<file path="src/rtl/dma_arbiter_if.sv">
// +-----------------------------------------------------------------------------
// | dma_arbiter_if : requester / DMA-controller / status bundle for dma_arbiter
// | Revision 1.0
// +-----------------------------------------------------------------------------
`default_nettype none

interface dma_arbiter_if #(
  parameter int NDEV     = 4,
  parameter int ADD_LEN  = 16,
  parameter int DATA_LEN = 16
);
  localparam int OW = (NDEV > 1) ? $clog2(NDEV) : 1;

  // requester side
  logic [NDEV-1:0]            req;
  logic [NDEV-1:0]            req_rd_wr;
  logic [NDEV*ADD_LEN-1:0]    req_num_words;
  logic [NDEV*(ADD_LEN+1)-1:0] req_start_addr;
  logic [NDEV-1:0]            req_dev_ack;
  logic [NDEV*DATA_LEN-1:0]   req_dev_in;
  logic [NDEV-1:0]            grant;
  logic [NDEV-1:0]            req_dma_ack;
  logic [NDEV-1:0]            req_end;

  // DMA controller side
  logic                       dma_rqst;
  logic                       dma_rd_wr;
  logic [ADD_LEN-1:0]         dma_num_words;
  logic [ADD_LEN:0]           dma_start_addr;
  logic                       dma_dev_ack;
  logic [DATA_LEN-1:0]        dma_dev_in;
  logic                       dma_ack;
  logic                       dma_end_flag;

  // status
  logic                       busy;
  logic [OW-1:0]              owner_id;
  logic                       wd_timeout;

  modport master (
    input  req, req_rd_wr, req_num_words, req_start_addr, req_dev_ack, req_dev_in,
    input  dma_ack, dma_end_flag,
    output grant, req_dma_ack, req_end,
    output dma_rqst, dma_rd_wr, dma_num_words, dma_start_addr, dma_dev_ack, dma_dev_in,
    output busy, owner_id, wd_timeout
  );

  modport slave (
    output req, req_rd_wr, req_num_words, req_start_addr, req_dev_ack, req_dev_in,
    output dma_ack, dma_end_flag,
    input  grant, req_dma_ack, req_end,
    input  dma_rqst, dma_rd_wr, dma_num_words, dma_start_addr, dma_dev_ack, dma_dev_in,
    input  busy, owner_id, wd_timeout
  );
endinterface

`default_nettype wire

</file>
<file path="src/rtl/dma_arbiter.sv">
// +-----------------------------------------------------------------------------
// | dma_arbiter : round-robin arbiter sharing one DMA controller among NDEV devices
// | Revision 1.0
// +-----------------------------------------------------------------------------
`default_nettype none

module dma_arbiter #(
  parameter int NDEV     = 4,
  parameter int ADD_LEN  = 16,
  parameter int DATA_LEN = 16,
  parameter int WD_LEN   = 12
) (
  input  wire logic      clk,
  input  wire logic      reset,
  dma_arbiter_if.master  bus
);
  localparam int OW = (NDEV > 1) ? $clog2(NDEV) : 1;

  localparam logic [2:0] S_IDLE   = 3'd0;
  localparam logic [2:0] S_ARB    = 3'd1;
  localparam logic [2:0] S_LAUNCH = 3'd2;
  localparam logic [2:0] S_BUSY   = 3'd3;
  localparam logic [2:0] S_DONE   = 3'd4;
  localparam logic [2:0] S_COOL   = 3'd5;

  logic [2:0]          r_state;
  logic [OW-1:0]       r_rr_ptr;
  logic [OW-1:0]       r_owner;
  logic [NDEV-1:0]     r_grant;
  logic                r_rd_wr;
  logic [ADD_LEN-1:0]  r_num_words;
  logic [ADD_LEN:0]    r_start_addr;
  logic [WD_LEN-1:0]   r_wd;
  logic                r_wd_to;

  logic                w_found;
  logic [OW-1:0]       w_pick;
  logic                w_active;
  logic [WD_LEN-1:0]   w_wd_next;
  logic [OW-1:0]       w_rr_next;
  logic [NDEV-1:0]     w_req_dma_ack;

  // First asserted request at or after r_rr_ptr, wrapping past NDEV-1.
  always_comb begin : p_pick
    int j;
    w_found = 1'b0;
    w_pick  = '0;
    j       = 0;
    for (int k = 0; k < NDEV; k++) begin
      j = int'(r_rr_ptr) + k;
      if (j >= NDEV) j = j - NDEV;
      if (!w_found && bus.req[j[OW-1:0]]) begin
        w_found = 1'b1;
        w_pick  = j[OW-1:0];
      end
    end
  end

  assign w_active  = (r_state == S_LAUNCH) || (r_state == S_BUSY) || (r_state == S_DONE);
  assign w_wd_next = (&r_wd) ? r_wd : r_wd + 1'b1;
  assign w_rr_next = (int'(r_owner) == NDEV - 1) ? '0 : r_owner + 1'b1;

  always_ff @(posedge clk or negedge reset) begin
    if (!reset) begin
      r_state      <= S_IDLE;
      r_rr_ptr     <= '0;
      r_owner      <= '0;
      r_grant      <= '0;
      r_rd_wr      <= 1'b0;
      r_num_words  <= '0;
      r_start_addr <= '0;
      r_wd         <= '0;
      r_wd_to      <= 1'b0;
    end else begin
      case (r_state)
        S_IDLE: begin
          if (|bus.req) r_state <= S_ARB;
        end
        S_ARB: begin
          if (w_found) begin
            r_owner         <= w_pick;
            r_grant         <= '0;
            r_grant[w_pick] <= 1'b1;
            r_rd_wr         <= bus.req_rd_wr[w_pick];
            r_num_words     <= bus.req_num_words[int'(w_pick)*ADD_LEN +: ADD_LEN];
            r_start_addr    <= bus.req_start_addr[int'(w_pick)*(ADD_LEN+1) +: ADD_LEN+1];
            r_state         <= S_LAUNCH;
          end else begin
            r_state <= S_IDLE;
          end
        end
        S_LAUNCH: begin
          r_wd    <= '0;
          r_state <= S_BUSY;
        end
        S_BUSY: begin
          // The watchdog only flags; the transfer still waits for the controller.
          r_wd <= w_wd_next;
          if (&w_wd_next) r_wd_to <= 1'b1;
          if (bus.dma_end_flag) r_state <= S_DONE;
        end
        S_DONE: begin
          r_rr_ptr <= w_rr_next;
          r_grant  <= '0;
          r_state  <= S_COOL;
        end
        S_COOL: begin
          r_state <= S_IDLE;
        end
        default: begin
          r_state <= S_IDLE;
        end
      endcase
    end
  end

  always_comb begin
    w_req_dma_ack = '0;
    if (w_active) w_req_dma_ack[r_owner] = bus.dma_ack;
  end

  assign bus.grant          = r_grant;
  assign bus.req_dma_ack    = w_req_dma_ack;
  assign bus.req_end        = (r_state == S_DONE) ? r_grant : '0;
  assign bus.dma_rqst       = (r_state == S_LAUNCH);
  assign bus.dma_rd_wr      = w_active & r_rd_wr;
  assign bus.dma_num_words  = w_active ? r_num_words : '0;
  assign bus.dma_start_addr = w_active ? r_start_addr : '0;
  assign bus.dma_dev_ack    = w_active & bus.req_dev_ack[r_owner];
  assign bus.dma_dev_in     = w_active ? bus.req_dev_in[int'(r_owner)*DATA_LEN +: DATA_LEN] : '0;
  assign bus.busy           = (r_state != S_IDLE);
  assign bus.owner_id       = r_owner;
  assign bus.wd_timeout     = r_wd_to;

endmodule

`default_nettype wire

</file>
<file path="src/flat_wrapper.sv">
// flat-port wrapper written by rule: the top's interface ports become plain ports
module dma_arbiter_flat 
#(
  parameter int NDEV     = 4,
  parameter int ADD_LEN  = 16,
  parameter int DATA_LEN = 16,
  parameter int WD_LEN   = 12
)
  (clk, reset, bus_req, bus_req_rd_wr, bus_req_num_words, bus_req_start_addr, bus_req_dev_ack, bus_req_dev_in, bus_dma_ack, bus_dma_end_flag, bus_grant, bus_req_dma_ack, bus_req_end, bus_dma_rqst, bus_dma_rd_wr, bus_dma_num_words, bus_dma_start_addr, bus_dma_dev_ack, bus_dma_dev_in, bus_busy, bus_owner_id, bus_wd_timeout);
  dma_arbiter_if #(.NDEV(NDEV), .ADD_LEN(ADD_LEN), .DATA_LEN(DATA_LEN)) bus_i ();
  input  wire logic clk;
  input  wire logic reset;
  input wire logic [$bits(bus_i.req)-1:0] bus_req;
  input wire logic [$bits(bus_i.req_rd_wr)-1:0] bus_req_rd_wr;
  input wire logic [$bits(bus_i.req_num_words)-1:0] bus_req_num_words;
  input wire logic [$bits(bus_i.req_start_addr)-1:0] bus_req_start_addr;
  input wire logic [$bits(bus_i.req_dev_ack)-1:0] bus_req_dev_ack;
  input wire logic [$bits(bus_i.req_dev_in)-1:0] bus_req_dev_in;
  input wire logic [$bits(bus_i.dma_ack)-1:0] bus_dma_ack;
  input wire logic [$bits(bus_i.dma_end_flag)-1:0] bus_dma_end_flag;
  output wire logic [$bits(bus_i.grant)-1:0] bus_grant;
  output wire logic [$bits(bus_i.req_dma_ack)-1:0] bus_req_dma_ack;
  output wire logic [$bits(bus_i.req_end)-1:0] bus_req_end;
  output wire logic [$bits(bus_i.dma_rqst)-1:0] bus_dma_rqst;
  output wire logic [$bits(bus_i.dma_rd_wr)-1:0] bus_dma_rd_wr;
  output wire logic [$bits(bus_i.dma_num_words)-1:0] bus_dma_num_words;
  output wire logic [$bits(bus_i.dma_start_addr)-1:0] bus_dma_start_addr;
  output wire logic [$bits(bus_i.dma_dev_ack)-1:0] bus_dma_dev_ack;
  output wire logic [$bits(bus_i.dma_dev_in)-1:0] bus_dma_dev_in;
  output wire logic [$bits(bus_i.busy)-1:0] bus_busy;
  output wire logic [$bits(bus_i.owner_id)-1:0] bus_owner_id;
  output wire logic [$bits(bus_i.wd_timeout)-1:0] bus_wd_timeout;
  assign bus_i.req = bus_req;
  assign bus_i.req_rd_wr = bus_req_rd_wr;
  assign bus_i.req_num_words = bus_req_num_words;
  assign bus_i.req_start_addr = bus_req_start_addr;
  assign bus_i.req_dev_ack = bus_req_dev_ack;
  assign bus_i.req_dev_in = bus_req_dev_in;
  assign bus_i.dma_ack = bus_dma_ack;
  assign bus_i.dma_end_flag = bus_dma_end_flag;
  assign bus_grant = bus_i.grant;
  assign bus_req_dma_ack = bus_i.req_dma_ack;
  assign bus_req_end = bus_i.req_end;
  assign bus_dma_rqst = bus_i.dma_rqst;
  assign bus_dma_rd_wr = bus_i.dma_rd_wr;
  assign bus_dma_num_words = bus_i.dma_num_words;
  assign bus_dma_start_addr = bus_i.dma_start_addr;
  assign bus_dma_dev_ack = bus_i.dma_dev_ack;
  assign bus_dma_dev_in = bus_i.dma_dev_in;
  assign bus_busy = bus_i.busy;
  assign bus_owner_id = bus_i.owner_id;
  assign bus_wd_timeout = bus_i.wd_timeout;
  dma_arbiter #(.NDEV(NDEV), .ADD_LEN(ADD_LEN), .DATA_LEN(DATA_LEN), .WD_LEN(WD_LEN)) u_core (.clk(clk), .reset(reset), .bus(bus_i));
endmodule
</file>
<file path="config.mk">
export PLATFORM = sky130hd
export DESIGN_NAME = dma_arbiter_flat
export DESIGN_NICKNAME = d
export VERILOG_FILES = /design/src/rtl/dma_arbiter_if.sv /design/src/rtl/dma_arbiter.sv /design/src/flat_wrapper.sv
export SDC_FILE = /design/constraint.sdc
export NUM_CORES = 1
export LEC_CHECK = 0
export ABC_CLOCK_PERIOD_IN_PS = 4000
export BUFFER_PORTS_ARGS = -buffer_cell sky130_fd_sc_hd__buf_4
export CORE_ASPECT_RATIO = 2
export CORE_MARGIN = 3
export CORE_UTILIZATION = 38
export CTS_BUF_LIST = sky130_fd_sc_hd__clkbuf_4 sky130_fd_sc_hd__clkbuf_8 sky130_fd_sc_hd__clkbuf_16
export DETAILED_ROUTE_END_ITERATION = 8
export PLACE_DENSITY = 0.83
export SLEW_MARGIN = 20
export SYNTH_ARGS = -nofsm -noshare
export SYNTH_HDL_FRONTEND = slang
export SYNTH_SLANG_ARGS = --single-unit
</file>
<file path="constraint.sdc">
create_clock -name clk -period 4 [get_ports clk]
set_clock_uncertainty 0.15 [all_clocks]
set_input_delay 0.6 -clock clk [delete_from_list [all_inputs] [get_ports clk]]
set_output_delay 0.6 -clock clk [all_outputs]
set_load 0.1 [all_outputs]
</file>
==> reports/metrics.csv <==
metric,value,unit
# clock sinks,58,
Clock Pin Slew Worst Setup and Hold Paths,0.05,ns
HP Class,input pin to async pin,
clock latency on the worst-skew pair,0.33,ns
total track usage,25.1,%
Reg2Reg Depth,5,
RSZ-0062 raised after global routing,no,
H-Tree Level Count,3,
Synth area leaders,"dfrtp_1 (33%), mux2i_1 (15%), mux4_2 (8.6%)",
TritonCTS clock tree,yes,
multi-input logic area,2700,um2
Post-Synthesis Cells,453,
post-CTS sizing,0,
"Slew Viols, Final",0,
first-pass GRT wire length,25.1,mm
MaxCap Viol Count,0,
Post-Synthesis Cell Area,4460,um2
register area,1450,um2
die height,159,um
Critical Path RT,3.25,ns
Power Dens Cells,921,nW/um2
CP arrival,2.51,ns
Hold Fails Final Rpt,0,
Post-DP HPWL,13.4,mm
Highest Clock Rate,307,MHz
GRT busiest layer,met2,
initial antenna violation count,0,
DRC Markers,0,
max_slew headroom,47.0,%
Post-synth EDFFs,0,
status,finished clean,
Slew @ Worst Pin,0.795,ns
met3 Resource Use GR,6.34,%
Synth Flop Type,dfrtp_1,
"commonest non-fill, non-tap cells in the layout","buf_4 (284), mux2i_1 (69), nand2_1 (60), dfrtp_1 (58), and2_1 (54)",
WL per Instance,19.4,um
Synth area leader,dfrtp_1,
die width,82.6,um
initial core utilization,39.3,%
DR pass1 iterations,4,
"commonest non-fill, non-tap cell in the layout",buf_4,
M2 GR Usage,45.4,%
layout cells sized above 1,45.9,%
nets@finish,929,
vias,4765,
Crit Path Class,flop to output pin,
Total Wirelength,16.7,mm
synthesized area per cell,9.84,um2
Port-buffer cells,279,
Yosys cell types,48,
Final setup viols,0,
Placed Area,6550,um2
Final min period,3.26,ns
DRT iter0 DRCs,321,
Root Driver,clkbuf_16,
Synthesis Warnings,0,
Post-DRT Antenna Nets,0,
diode count,0,
Post-CTS Setup Bufs,0,
"flops & latches, synth",58,
CP Max Fanout,45,
period utilization,81.4,%
core box area,11400,um2
CP startpoint kind,flop,
Cell Rows,55,
grt met1 use,24.3,%
vias in the first global route,4968,
Ports,280,
final instance area,6830,um2
top-area cell type share of the netlist area,32.6,%
Routability Congestion,0.876,
area added between synthesis and finish,53.3,%
Die Area,13100,um2
total global routing overflow,0,
leakage power,3.40,nW
largest net degree at the start of global routing,72,
# fillers,998,
Peak VDD IR,1.43,mV
Clock Tree Buf Depth,2,
total CTS buffers,9,
asr flop ratio synth,100,%
CP endpoint kind,output pin,
setup TNS,0,ns
"Seq/Total Area, Yosys",32.6,%
DR vias/cell,5.55,
cts-stage hold buffer count,0,
Synth Net Count,670,
metal layers:
metal | vias up | part of all wire, % | routed length (um)
li1 | 2200 | - | -
met1 | 2238 | 31 | 5190
met2 | 260 | 54 | 9090
met3 | 67 | 8.8 | 1470
met4 | 0 | 5.6 | 941
met5 | - | 0 | 0
Yosys cell counts, types with 6 or more instances:
library cell	n
nand3_1	8
mux4_2	17
buf_2	15
buf_12	6
a21oi_1	13
inv_1	7
clkbuf_1	11
o221ai_1	35
and3_1	10
mux2i_1	69
nand2_1	60
dfrtp_1	58
o21ai_0	13
and2_1	54
nor2_1	12
worst max-delay path, cell delays in order, from the launching register on:
cell and delay, ns:
dfrtp_1 0.36, buf_4 0.20, nor2_1 0.27, nand2_1 0.16, nand2_1 0.36, buf_12 0.25, and2_1 0.25, buf_4 0.32
flip-flops by register name, indices dropped and copies added, names as in the netlist:
register               flops
u_core.r_start_addr       17
u_core.r_num_words        16
u_core.r_wd               12
u_core.bus.grant           4
u_core.r_state             3
u_core.bus.owner_id        2
u_core.r_rr_ptr            2
u_core.bus.wd_timeout      1
u_core.r_rd_wr             1
where the power goes:
group          internal [mW]  switching, mW  total (mW)
Sequential             0.827          0.237        1.06
Combinational           1.26           3.26        4.52
Clock                  0.435          0.276       0.711
Total                   2.53           3.77        6.30
layout make-up:
type | instances | share of cell area (%)
Clock buffer | 10 | 3.50
Clock inverter | 6 | 0.623
Inverter | 7 | 0.385
Multi-Input combinational cell | 349 | 39.6
Sequential cell | 58 | 21.2
Tap cell | 142 | 2.60
Timing Repair Buffer | 287 | 32.1
path summary, 6_finish.rpt:
kind                                               startpoint                            endpoint  slack (ns)
worst max-delay path            u_core.r_state[0]$_DFFE_PN0P_                     bus_dma_dev_ack        0.74
worst min-delay path                                    reset  u_core.r_start_addr[6]$_DFFE_PN0P_        0.19
max in group asynchronous                               reset   u_core.r_num_words[3]$_DFFE_PN0P_        3.00
worst max register to register  u_core.r_state[2]$_DFFE_PN0P_   u_core.r_num_words[4]$_DFFE_PN0P_        1.55
min in group clk                   u_core.r_rd_wr$_DFFE_PN0P_          u_core.r_rd_wr$_DFFE_PN0P_        0.33
worst min register to register     u_core.r_rd_wr$_DFFE_PN0P_          u_core.r_rd_wr$_DFFE_PN0P_        0.33
cell families after synthesis:
group | synth area share [%]
and+or+nand+nor | 19.2
xor gates and xnor gates | 0.197
DFF | 32.6
AOI/OAI and AO/OA | 14.8
muxes | 24.8
buffers and inverters | 7.05
adders and majority gates | 1.40
through the flow:
| step | util, % | instances | power, mW | worst slack, ns | hold slack (ns) |
|---|---|---|---|---|---|
| after floorplan | - | 453 | 4.63 | 0.642 | 0.154 |
| after global placement | 57.7 | 843 | 5.53 | 1.16 | 0.312 |
| after detailed placement | 57.7 | 843 | 5.61 | 1.06 | 0.315 |
| after CTS | 60.2 | 859 | 6.33 | 0.817 | 0.214 |
| after global routing | 60.2 | 859 | 6.60 | 0.549 | 0.251 |
| final | 60.2 | 859 | 6.30 | 0.743 | 0.191 |
(Power assumes the default switching activity.)
